### src/rtl/mem_arbiter_if.sv
// Bus bundle around mem_arbiter: the fetch and LSU request/response ports on
// the core side and the shared memory port on the other.
//   slave  : the arbiter's view (takes core requests, drives the memory port)
//   master : the surrounding core/memory view (the mirror image)
interface mem_arbiter_if;
  // fetch port
  logic        instr_req;
  logic [31:0] instr_addr;
  logic        instr_gnt;
  logic        instr_valid;
  logic [31:0] instr_rdata;
  logic        instr_err;
  // LSU port
  logic        data_req;
  logic        data_wr;
  logic [31:0] data_addr;
  logic [31:0] data_wdata;
  logic [3:0]  data_byteen;
  logic        data_gnt;
  logic        data_valid;
  logic [31:0] data_rdata;
  logic        data_err;
  // shared memory port
  logic        mem_req;
  logic        mem_we;
  logic [31:0] mem_addr;
  logic [31:0] mem_wdata;
  logic [3:0]  mem_be;
  logic        mem_gnt;
  logic        mem_rvalid;
  logic [31:0] mem_rdata;
  logic        mem_err;

  modport slave (
    input  instr_req, instr_addr,
    output instr_gnt, instr_valid, instr_rdata, instr_err,
    input  data_req, data_wr, data_addr, data_wdata, data_byteen,
    output data_gnt, data_valid, data_rdata, data_err,
    output mem_req, mem_we, mem_addr, mem_wdata, mem_be,
    input  mem_gnt, mem_rvalid, mem_rdata, mem_err
  );

  modport master (
    output instr_req, instr_addr,
    input  instr_gnt, instr_valid, instr_rdata, instr_err,
    output data_req, data_wr, data_addr, data_wdata, data_byteen,
    input  data_gnt, data_valid, data_rdata, data_err,
    input  mem_req, mem_we, mem_addr, mem_wdata, mem_be,
    output mem_gnt, mem_rvalid, mem_rdata, mem_err
  );
endinterface

### src/rtl/mem_arbiter.sv
// Two-master (fetch, LSU) to one-slave memory arbiter. Round-robin on ties,
// zero added latency on request and response paths, in-order responses routed
// back via a FIFO of owner tags (0 = instr, 1 = data).
// Ports:
//   clk          core clock, all state on rising edge
//   reset_n      synchronous reset, active HIGH (legacy name)
//   bus          mem_arbiter_if.slave: fetch/LSU ports and shared memory port
//   spurious_rsp sticky flag: a response arrived with nothing outstanding
module mem_arbiter #(
  parameter int MAX_OUTSTANDING = 2
) (
  input  logic                clk,
  input  logic                reset_n,
  mem_arbiter_if.slave        bus,
  output logic                spurious_rsp
);
  localparam int CW = $clog2(MAX_OUTSTANDING + 1);
  localparam int PW = (MAX_OUTSTANDING > 1) ? $clog2(MAX_OUTSTANDING) : 1;

  logic [MAX_OUTSTANDING-1:0] tag_q;
  logic [PW-1:0]              wr_ptr_q, rd_ptr_q;
  logic [CW-1:0]              count_q;
  logic                       last_grant_q;  // 0 = instr, 1 = data
  logic                       spurious_q;

  logic full, any_req, sel_data, push, pop, head;

  function automatic logic [PW-1:0] ptr_inc(input logic [PW-1:0] p);
    return (p == PW'(MAX_OUTSTANDING - 1)) ? '0 : p + 1'b1;
  endfunction

  // A pop in the same cycle does not release the block: full is purely
  // registered count, which keeps req->gnt free of the rvalid path.
  assign full     = (count_q == CW'(MAX_OUTSTANDING));
  assign any_req  = bus.instr_req | bus.data_req;
  assign bus.mem_req = ~reset_n & ~full & any_req;

  // Data wins when alone or when instr had the last grant. Gated by mem_req
  // so the idle mux parks on the instr fields.
  assign sel_data = bus.mem_req & bus.data_req & (~bus.instr_req | ~last_grant_q);

  assign bus.mem_addr  = sel_data ? bus.data_addr   : bus.instr_addr;
  assign bus.mem_we    = sel_data ? bus.data_wr     : 1'b0;
  assign bus.mem_wdata = sel_data ? bus.data_wdata  : 32'h0;
  assign bus.mem_be    = sel_data ? bus.data_byteen : 4'hF;

  assign push          = bus.mem_req & bus.mem_gnt;
  assign bus.instr_gnt = push & ~sel_data;
  assign bus.data_gnt  = push & sel_data;

  // Response routing straight off the FIFO head.
  assign head = tag_q[rd_ptr_q];
  assign pop  = ~reset_n & bus.mem_rvalid & (count_q != '0);

  assign bus.instr_valid = pop & ~head;
  assign bus.data_valid  = pop & head;
  assign bus.instr_rdata = bus.mem_rdata;
  assign bus.data_rdata  = bus.mem_rdata;
  assign bus.instr_err   = bus.instr_valid & bus.mem_err;
  assign bus.data_err    = bus.data_valid & bus.mem_err;

  assign spurious_rsp = spurious_q;

  always_ff @(posedge clk) begin
    if (reset_n) begin
      tag_q        <= '0;
      wr_ptr_q     <= '0;
      rd_ptr_q     <= '0;
      count_q      <= '0;
      last_grant_q <= 1'b0;
      spurious_q   <= 1'b0;
    end else begin
      if (push) begin
        tag_q[wr_ptr_q] <= sel_data;
        wr_ptr_q        <= ptr_inc(wr_ptr_q);
        last_grant_q    <= sel_data;
      end
      if (pop) rd_ptr_q <= ptr_inc(rd_ptr_q);
      case ({push, pop})
        2'b10:   count_q <= count_q + 1'b1;
        2'b01:   count_q <= count_q - 1'b1;
        default: count_q <= count_q;
      endcase
      if (bus.mem_rvalid && count_q == '0) spurious_q <= 1'b1;
    end
  end
endmodule

### src/flat_wrapper.sv
// flat-port wrapper written by rule: the top's interface ports become plain ports
module mem_arbiter_flat 
#(
  parameter int MAX_OUTSTANDING = 2
)
  (clk, reset_n, spurious_rsp, bus_instr_req, bus_instr_addr, bus_instr_gnt, bus_instr_valid, bus_instr_rdata, bus_instr_err, bus_data_req, bus_data_wr, bus_data_addr, bus_data_wdata, bus_data_byteen, bus_data_gnt, bus_data_valid, bus_data_rdata, bus_data_err, bus_mem_req, bus_mem_we, bus_mem_addr, bus_mem_wdata, bus_mem_be, bus_mem_gnt, bus_mem_rvalid, bus_mem_rdata, bus_mem_err);
  mem_arbiter_if bus_i ();
  input  logic clk;
  input  logic reset_n;
  output logic spurious_rsp;
  input wire logic [$bits(bus_i.instr_req)-1:0] bus_instr_req;
  input wire logic [$bits(bus_i.instr_addr)-1:0] bus_instr_addr;
  output wire logic [$bits(bus_i.instr_gnt)-1:0] bus_instr_gnt;
  output wire logic [$bits(bus_i.instr_valid)-1:0] bus_instr_valid;
  output wire logic [$bits(bus_i.instr_rdata)-1:0] bus_instr_rdata;
  output wire logic [$bits(bus_i.instr_err)-1:0] bus_instr_err;
  input wire logic [$bits(bus_i.data_req)-1:0] bus_data_req;
  input wire logic [$bits(bus_i.data_wr)-1:0] bus_data_wr;
  input wire logic [$bits(bus_i.data_addr)-1:0] bus_data_addr;
  input wire logic [$bits(bus_i.data_wdata)-1:0] bus_data_wdata;
  input wire logic [$bits(bus_i.data_byteen)-1:0] bus_data_byteen;
  output wire logic [$bits(bus_i.data_gnt)-1:0] bus_data_gnt;
  output wire logic [$bits(bus_i.data_valid)-1:0] bus_data_valid;
  output wire logic [$bits(bus_i.data_rdata)-1:0] bus_data_rdata;
  output wire logic [$bits(bus_i.data_err)-1:0] bus_data_err;
  output wire logic [$bits(bus_i.mem_req)-1:0] bus_mem_req;
  output wire logic [$bits(bus_i.mem_we)-1:0] bus_mem_we;
  output wire logic [$bits(bus_i.mem_addr)-1:0] bus_mem_addr;
  output wire logic [$bits(bus_i.mem_wdata)-1:0] bus_mem_wdata;
  output wire logic [$bits(bus_i.mem_be)-1:0] bus_mem_be;
  input wire logic [$bits(bus_i.mem_gnt)-1:0] bus_mem_gnt;
  input wire logic [$bits(bus_i.mem_rvalid)-1:0] bus_mem_rvalid;
  input wire logic [$bits(bus_i.mem_rdata)-1:0] bus_mem_rdata;
  input wire logic [$bits(bus_i.mem_err)-1:0] bus_mem_err;
  assign bus_i.instr_req = bus_instr_req;
  assign bus_i.instr_addr = bus_instr_addr;
  assign bus_instr_gnt = bus_i.instr_gnt;
  assign bus_instr_valid = bus_i.instr_valid;
  assign bus_instr_rdata = bus_i.instr_rdata;
  assign bus_instr_err = bus_i.instr_err;
  assign bus_i.data_req = bus_data_req;
  assign bus_i.data_wr = bus_data_wr;
  assign bus_i.data_addr = bus_data_addr;
  assign bus_i.data_wdata = bus_data_wdata;
  assign bus_i.data_byteen = bus_data_byteen;
  assign bus_data_gnt = bus_i.data_gnt;
  assign bus_data_valid = bus_i.data_valid;
  assign bus_data_rdata = bus_i.data_rdata;
  assign bus_data_err = bus_i.data_err;
  assign bus_mem_req = bus_i.mem_req;
  assign bus_mem_we = bus_i.mem_we;
  assign bus_mem_addr = bus_i.mem_addr;
  assign bus_mem_wdata = bus_i.mem_wdata;
  assign bus_mem_be = bus_i.mem_be;
  assign bus_i.mem_gnt = bus_mem_gnt;
  assign bus_i.mem_rvalid = bus_mem_rvalid;
  assign bus_i.mem_rdata = bus_mem_rdata;
  assign bus_i.mem_err = bus_mem_err;
  mem_arbiter #(.MAX_OUTSTANDING(MAX_OUTSTANDING)) u_core (.clk(clk), .reset_n(reset_n), .bus(bus_i), .spurious_rsp(spurious_rsp));
endmodule
### config.mk
export PLATFORM = sky130hd
export DESIGN_NAME = mem_arbiter_flat
export DESIGN_NICKNAME = d
export VERILOG_FILES = /design/src/rtl/mem_arbiter_if.sv /design/src/rtl/mem_arbiter.sv /design/src/flat_wrapper.sv
export SDC_FILE = /design/constraint.sdc
export NUM_CORES = 1
export LEC_CHECK = 0
export ABC_AREA = 1
export BUFFER_PORTS_ARGS = -buffer_cell sky130_fd_sc_hd__buf_2
export CORE_AREA = 2 2 108 110
export CTS_BUF_LIST = sky130_fd_sc_hd__clkbuf_16
export CTS_CLUSTER_SIZE = 10
export DETAILED_ROUTE_END_ITERATION = 12
export DIE_AREA = 0 0 110 112
export SLEW_MARGIN = 20
export SYNTH_ARGS = -nofsm -noshare
export SYNTH_HDL_FRONTEND = slang
export SYNTH_SLANG_ARGS = --single-unit
export TNS_END_PERCENT = 20
### constraint.sdc
create_clock -name clk -period 1.4 [get_ports clk]
set_clock_uncertainty 0.05 [all_clocks]
set_input_delay 0.21 -clock clk [delete_from_list [all_inputs] [get_ports clk]]
set_output_delay 0.21 -clock clk [all_outputs]
set_load 0.05 [all_outputs]
Word level (Yosys, flattened, before mapping)
Index checks and enable logic that the tools add are counted.
{"block": "word_totals", "regBits": 8, "inputBits": 140, "out_inout_bits": 141, "elab_cells": 54}
{"block": "classes", "add_sub_neg": 4, "order_cmp": 3, "n_eq_ne": 3, "muxes": 12, "n_bitwise": 21, "n_reduce_logical": 5}
{"op": "two-way mux 32 bit", "n": 2}
{"op": "bitwise AND 1 bit", "n": 13}
{"op": "two-way mux 1 bit", "n": 6}
{"op": "inverter 1 bit", "n": 6}
{"op": "equality test 2 bit, second input constant", "n": 2}
{"op": "less-than comparator 1 x 2 -> 1 bit, second input constant", "n": 2}
{"op": "two-way mux 4 bit", "n": 1}
{"op": "one-hot mux 2 bit (2 select lines)", "n": 1}
{"op": "nonzero test 2 bit", "n": 2}
{"op": "adder 1 bit, second input constant", "n": 2}
{"op": "adder 2 x 1 -> 2 bit, second input constant", "n": 1}
{"op": "bitwise mux 2 bit", "n": 1}
{"op": "equality test 2 x 1 -> 1 bit, second input constant", "n": 1}
{"op": "logical AND 1 bit", "n": 2}
{"op": "zero test 2 bit", "n": 1}
{"op": "OR 1 bit", "n": 2}
{"op": "subtractor 2 x 1 -> 2 bit, second input constant", "n": 1}
{"op": "demux 1 bit (select 1 bit)", "n": 1}
{"op": ">= comparator 1 bit, second input constant", "n": 1}

Longest topological paths before layout
{"block": "depth", "depth_word": 8, "mapped_depth": 11, "depth_no_buf": 11}

Worst setup path after synthesis
OpenSTA, ideal clock, no wires.
{"block": "synth_path", "path_type": "register to output", "startpoint": "register u_core.count_q[0]", "endpoint": "output bus_data_gnt", "arrival_time_ns": 2.237, "required_time_ns": 1.140, "slack_ns": -1.097, "path_stages_with_launch": 7, "n_path_buf": 0, "path_cell_list": "dfxtp_1 > inv_2 > nand2_1 > nand2_1 > nor2_1 > nand2_1 > nor2_1"}
{"block": "synth_via", "elab_chain_cells": 7, "elab_cells_between_ends": 8, "cone_classes": "1 x eq/ne; 7 x bitwise"}
{"item": "start, declared", "line": "mem_arbiter.sv:22", "text": "logic [CW-1:0] count_q;"}
{"item": "start signal, assigned", "line": "mem_arbiter.sv:80", "text": "2'b10: count_q <= count_q + 1'b1;"}
{"item": "start signal, assigned", "line": "mem_arbiter.sv:81", "text": "2'b01: count_q <= count_q - 1'b1;"}
{"item": "start signal, assigned", "line": "mem_arbiter.sv:82", "text": "default: count_q <= count_q;"}
{"item": "equality test 2 bit (*)", "line": "mem_arbiter.sv:34", "text": "assign full = (count_q == CW'(MAX_OUTSTANDING));"}
{"item": "inverter 1 bit (*)", "line": "mem_arbiter.sv:36", "text": "assign bus.mem_req = ~reset_n & ~full & any_req;"}
{"item": "bitwise AND 1 bit (*) (2 in a row)", "line": "mem_arbiter.sv:36"}
{"item": "via bus_mem_req", "line": "flat_wrapper.sv:26", "text": "output wire logic [$bits(bus_i.mem_req)-1:0] bus_mem_req;"}
{"item": "bitwise AND 1 bit (2 in a row)", "line": "mem_arbiter.sv:40", "text": "assign sel_data = bus.mem_req & bus.data_req & (~bus.instr_req | ~last_grant_q);"}
{"item": "bitwise AND 1 bit (*)", "line": "mem_arbiter.sv:49", "text": "assign bus.data_gnt = push & sel_data;"}
{"item": "end, declared", "line": "flat_wrapper.sv:22", "text": "output wire logic [$bits(bus_i.data_gnt)-1:0] bus_data_gnt;"}
The timed path passes the listed nets; every way through them passes the cells marked *.

Final worst setup path
{"block": "layout_path", "startpoint": "register u_core.count_q[0]", "endpoint": "output bus_mem_be[1]"}
{"block": "layout_via", "elab_chain_cells": 7}
{"item": "equality test 2 bit", "line": "mem_arbiter.sv:34"}
{"item": "inverter 1 bit", "line": "mem_arbiter.sv:36"}
{"item": "bitwise AND 1 bit (2 in a row)", "line": "mem_arbiter.sv:36"}
{"item": "bitwise AND 1 bit (2 in a row)", "line": "mem_arbiter.sv:40"}
{"item": "two-way mux 4 bit", "line": "mem_arbiter.sv:45", "text": "assign bus.mem_be = sel_data ? bus.data_byteen : 4'hF;"}
{"item": "end, declared", "line": "flat_wrapper.sv:30", "text": "output wire logic [$bits(bus_i.mem_be)-1:0] bus_mem_be;"}
Every way passes these cells.

==> results <==
- After global routing the overflow that remains totals 0.
- The post-synthesis to final-layout area growth is 103%.
- The number of different library cells in the post-synthesis netlist is 19.
- The primary flip-flop cell chosen by synthesis mapping is sky130_fd_sc_hd__dfxtp_1.
- The reg-to-reg critical path startpoint is u_core.count_q[1]$_SDFFE_PP0P_.
- The maximum fanout along the worst path is 8.
- The x dimension of the die is 110 µm.
- The register clock-pin slew on the reported worst setup and hold paths is 40 ps.
- The placed instances occupy a cell area of 2720 µm².
- The final instance area is 3400 µm².
- TritonCTS built the clock tree.
- Counting the buffers created by CTS gives 3.
- The worst setup path is captured at an output pin.
- The floorplan step defined a die boundary enclosing 12300 µm².
- The total power is 2260 µW.
- The transition time at the pin with the least slew margin is 265 ps.
- The iteration count of the initial detailed-routing pass is 6.
- Measured against its own limit, the worst slew margin works out to 82.3%.
- After detailed routing, the total wire length is 6.36 mm.
- In this run, the number of DRC markers left after iteration 0 of detailed routing was 38.
- The overall track demand over capacity in global routing is 9.36%.
- For this design the ratio of total power to cell area is 666 nW/µm².
- The share of the Yosys chip area taken by registers is 9.55%.
- The count of hold buffers inserted by post-cts repair is 0.
- The via count of the routed design is 2199.
- Across all hold checks on the routed design, the worst slack comes to 179 ps.
- In this run the register-to-register setup slack is -80 ps.
- The placement row count is 39.
- By area the synthesized netlist is led by sky130_fd_sc_hd__buf_4 29%, sky130_fd_sc_hd__nand2_1 25%, sky130_fd_sc_hd__inv_1 9.6%, sky130_fd_sc_hd__dfxtp_1 9.5%, sky130_fd_sc_hd__nor2_1 8.9%.
- In this run the cell area of the synthesized design comes to 1680 µm².
- In this run the number of H-tree levels came out at 1.
- After detailed routing, the number of vias per cell comes to 3.71.
- The worst path in the final design needs a cycle of 1880 ps, including I/O delays and setup.
- The core region area is 11200 µm².
- The worst setup path is of the register to output pin kind.
- Dividing the synthesized area by the synthesized cell count gives 5.43 µm².
- For this run, the top clock speed supported by timing is 531 MHz.
- The critical path launch point is u_core.count_q[0]$_SDFFE_PP0P_.
- In the post-route analysis, the smallest setup slack over all paths is -483 ps.
- The number of antenna violations at the first check in global routing came to 0.
- The share of final-layout standard cells stronger than drive strength 1 is 65.1%.
- By count the netlist is led by 112 x sky130_fd_sc_hd__nand2_1, 64 x sky130_fd_sc_hd__buf_4, 43 x sky130_fd_sc_hd__inv_1.
- The number of instances in the synthesized netlist is 309.
- Clock tree synthesis found a total of 8 sinks.
- The number of remaining DRC errors is 0.
- The congestion estimate from routability-driven global placement came to 0.711.
- The number of enable-type register cells in the synthesized netlist is 0.
- STA puts the critical path data required time at 1140 ps.
- For this run, the share of the core covered by cells in the final layout is 30.4%.
- The final setup violation count is 78.
- The pin count of the biggest net entering global routing is 21.
- For this configuration, the core starts out at a cell density of 15.0%.
- Across the VDD grid, the largest voltage drop is 0.000392 V.
- Clock tree synthesis selected as its root buffer the cell sky130_fd_sc_hd__clkbuf_16.
- In this run the remaining antenna-violating nets after routing total 0.
- The clock latency of the later-clocked register in the worst-skew pair is 230 ps.
- The fraction of the cycle the final worst path needs is 134%.
- The fraction of synthesis flops using an asynchronous set or reset pin is 0%.
- The checks that failed: setup timing.
- The global-route wire length before repair is 9.23 mm.
- The number of hold-slack violations in the final timing report is 0.
- The share of Yosys cell area claimed by the top area cell type is 28.6%.
- The Yosys step of the flow raised 0 warnings.
- The max-slew violation total from the final report came to 0.
- After synthesis the netlist holds a flip-flop and latch count of 8.
- Once detailed placement completed, the half-perimeter wirelength came to 4.88 mm.
- The maximum root-to-sink buffer count is 2.
- The kind of start point of the critical path is a register.
- The number of I/O pins is 281.
- The tightest min-delay check is of the primary input to register type.
- The tool flagged a number of max-cap violations equal to 0.
- Setup repair after global routing could not meet its margin everywhere.
- In this run the static leakage power is 0.00185 µW.
- Among all cell types in the netlist, the one instantiated most often is sky130_fd_sc_hd__nand2_1.
- Synthesis produced a netlist with a net count of 450.
- The number of buffers inserted by port buffering is 184.
- Measured along the y axis, the die boundary spans 112 µm.
- The start point of the worst hold path is bus_mem_rvalid.
- The average routed wire per standard cell is 10.7 µm.
- The antenna cell count is 0.
- The largest total area in the synthesized netlist belongs to sky130_fd_sc_hd__buf_4.
- The net total in the final layout is 593.
- Data arrives at the worst endpoint at 1620 ps.
- The run finished, with violations left.
- The via count of the first global-routing pass is 2048.
[through the flow]
stage | TNS, ps | setup WS (ps) | instances
2_1_floorplan | -19060 | -295 | 309
3_3_place_gp | -16430 | -306 | 586
3_5_place_dp | -17860 | -327 | 586
4_1_cts | -32750 | -541 | 593
5_1_grt | -35370 | -581 | 593
6_report | -28500 | -483 | 593
[path summary, 6_finish.rpt]
| check | to | depth (start not counted) |
|---|---|---|
| max reg2reg | u_core.count_q[1]$_SDFFE_PP0P_ | 10 |
| min reg2reg | u_core.spurious_rsp$_SDFFE_PP0P_ | 2 |
| max | bus_mem_be[1] | 8 |
| min | u_core.spurious_rsp$_SDFFE_PP0P_ | 3 |
[sequential cells by signal, indices dropped and copies added (netlist names)]
register	cells
u_core.tag_q	2
u_core.spurious_rsp	1
u_core.rd_ptr_q	1
u_core.last_grant_q	1
u_core.wr_ptr_q	1
u_core.count_q	2
[cell usage in the layout, fill, tap and decap left out]
cell	count
sky130_fd_sc_hd__buf_2	108
sky130_fd_sc_hd__clkinvlp_4	1
sky130_fd_sc_hd__nand2_2	23
sky130_fd_sc_hd__nand2_4	3
sky130_fd_sc_hd__nand3_2	1
sky130_fd_sc_hd__nor3_2	1
sky130_fd_sc_hd__inv_4	1
sky130_fd_sc_hd__buf_12	4
sky130_fd_sc_hd__dfxtp_1	6
sky130_fd_sc_hd__o21ai_2	1
sky130_fd_sc_hd__clkbuf_16	3
sky130_fd_sc_hd__or2_1	4
sky130_fd_sc_hd__buf_4	28
sky130_fd_sc_hd__xnor2_1	1
sky130_fd_sc_hd__nor2_2	1
sky130_fd_sc_hd__ha_4	1
sky130_fd_sc_hd__a21oi_1	4
sky130_fd_sc_hd__nand2_1	86
sky130_fd_sc_hd__inv_1	41
sky130_fd_sc_hd__nor2_4	38
sky130_fd_sc_hd__nor2_1	11
sky130_fd_sc_hd__inv_2	3
sky130_fd_sc_hd__nand4_1	2
sky130_fd_sc_hd__buf_8	2
sky130_fd_sc_hd__dfxtp_2	2
sky130_fd_sc_hd__buf_6	69
sky130_fd_sc_hd__buf_16	1
sky130_fd_sc_hd__nor3_4	2
sky130_fd_sc_hd__o21ai_1	2
[repair_timing]
action | in CTS | in global routing
gates resized for setup | 174 | 6
buffers inserted | 3 | 0
endpoints found under the setup margin | 78 | 79
pin swaps | 9 | 1
cloned | 1 | 0
[critical path, stage by stage (launching register included)]
cell and delay [ps]:
sky130_fd_sc_hd__dfxtp_2 320, sky130_fd_sc_hd__inv_2 50, sky130_fd_sc_hd__nand2_4 60, sky130_fd_sc_hd__nand2_4 70, sky130_fd_sc_hd__nor3_4 200, sky130_fd_sc_hd__inv_4 140
sky130_fd_sc_hd__buf_12 170, sky130_fd_sc_hd__or2_1 220, sky130_fd_sc_hd__buf_6 160
[cell type report]
cell class | count | area, µm²
Clock buffer | 3 | 75.1
Fill cell | 1207 | 7770
Inverter | 46 | 179
Multi-Input combinational cell | 181 | 1140
Sequential cell | 8 | 163
Tap cell | 143 | 179
Timing Repair Buffer | 212 | 1670
[report_power, final]
part,internal (µW),switching [µW]
Sequential,249,11.6
Combinational,588,941
Clock,368,108
Total,1200,1060
[routing by layer]
| layer | GRT usage, % | vias up | routed length [µm] |
|---|---|---|---|
| li1 | - | 1115 | - |
| met1 | 10.5 | 938 | 2290 |
| met2 | 16.9 | 134 | 3240 |
| met3 | 2.81 | 12 | 729 |
| met4 | 2.45 | 0 | 97 |
| met5 | 0 | - | 0 |
[cells by family (layout without fill, tap and decap cells)]
kind of cell / count (synthesis) / after routing / share of synthesized area [%]
fa+ha+maj: 1 / 1 / 0.746
simple gates: 172 / 172 / 44.8
buf+inv: 120 / 261 / 42.3
flops: 8 / 8 / 9.54
compound gates: 7 / 7 / 2.09
xor+xnor: 1 / 1 / 0.522
Note: power is estimated with default switching activity, not from simulation.
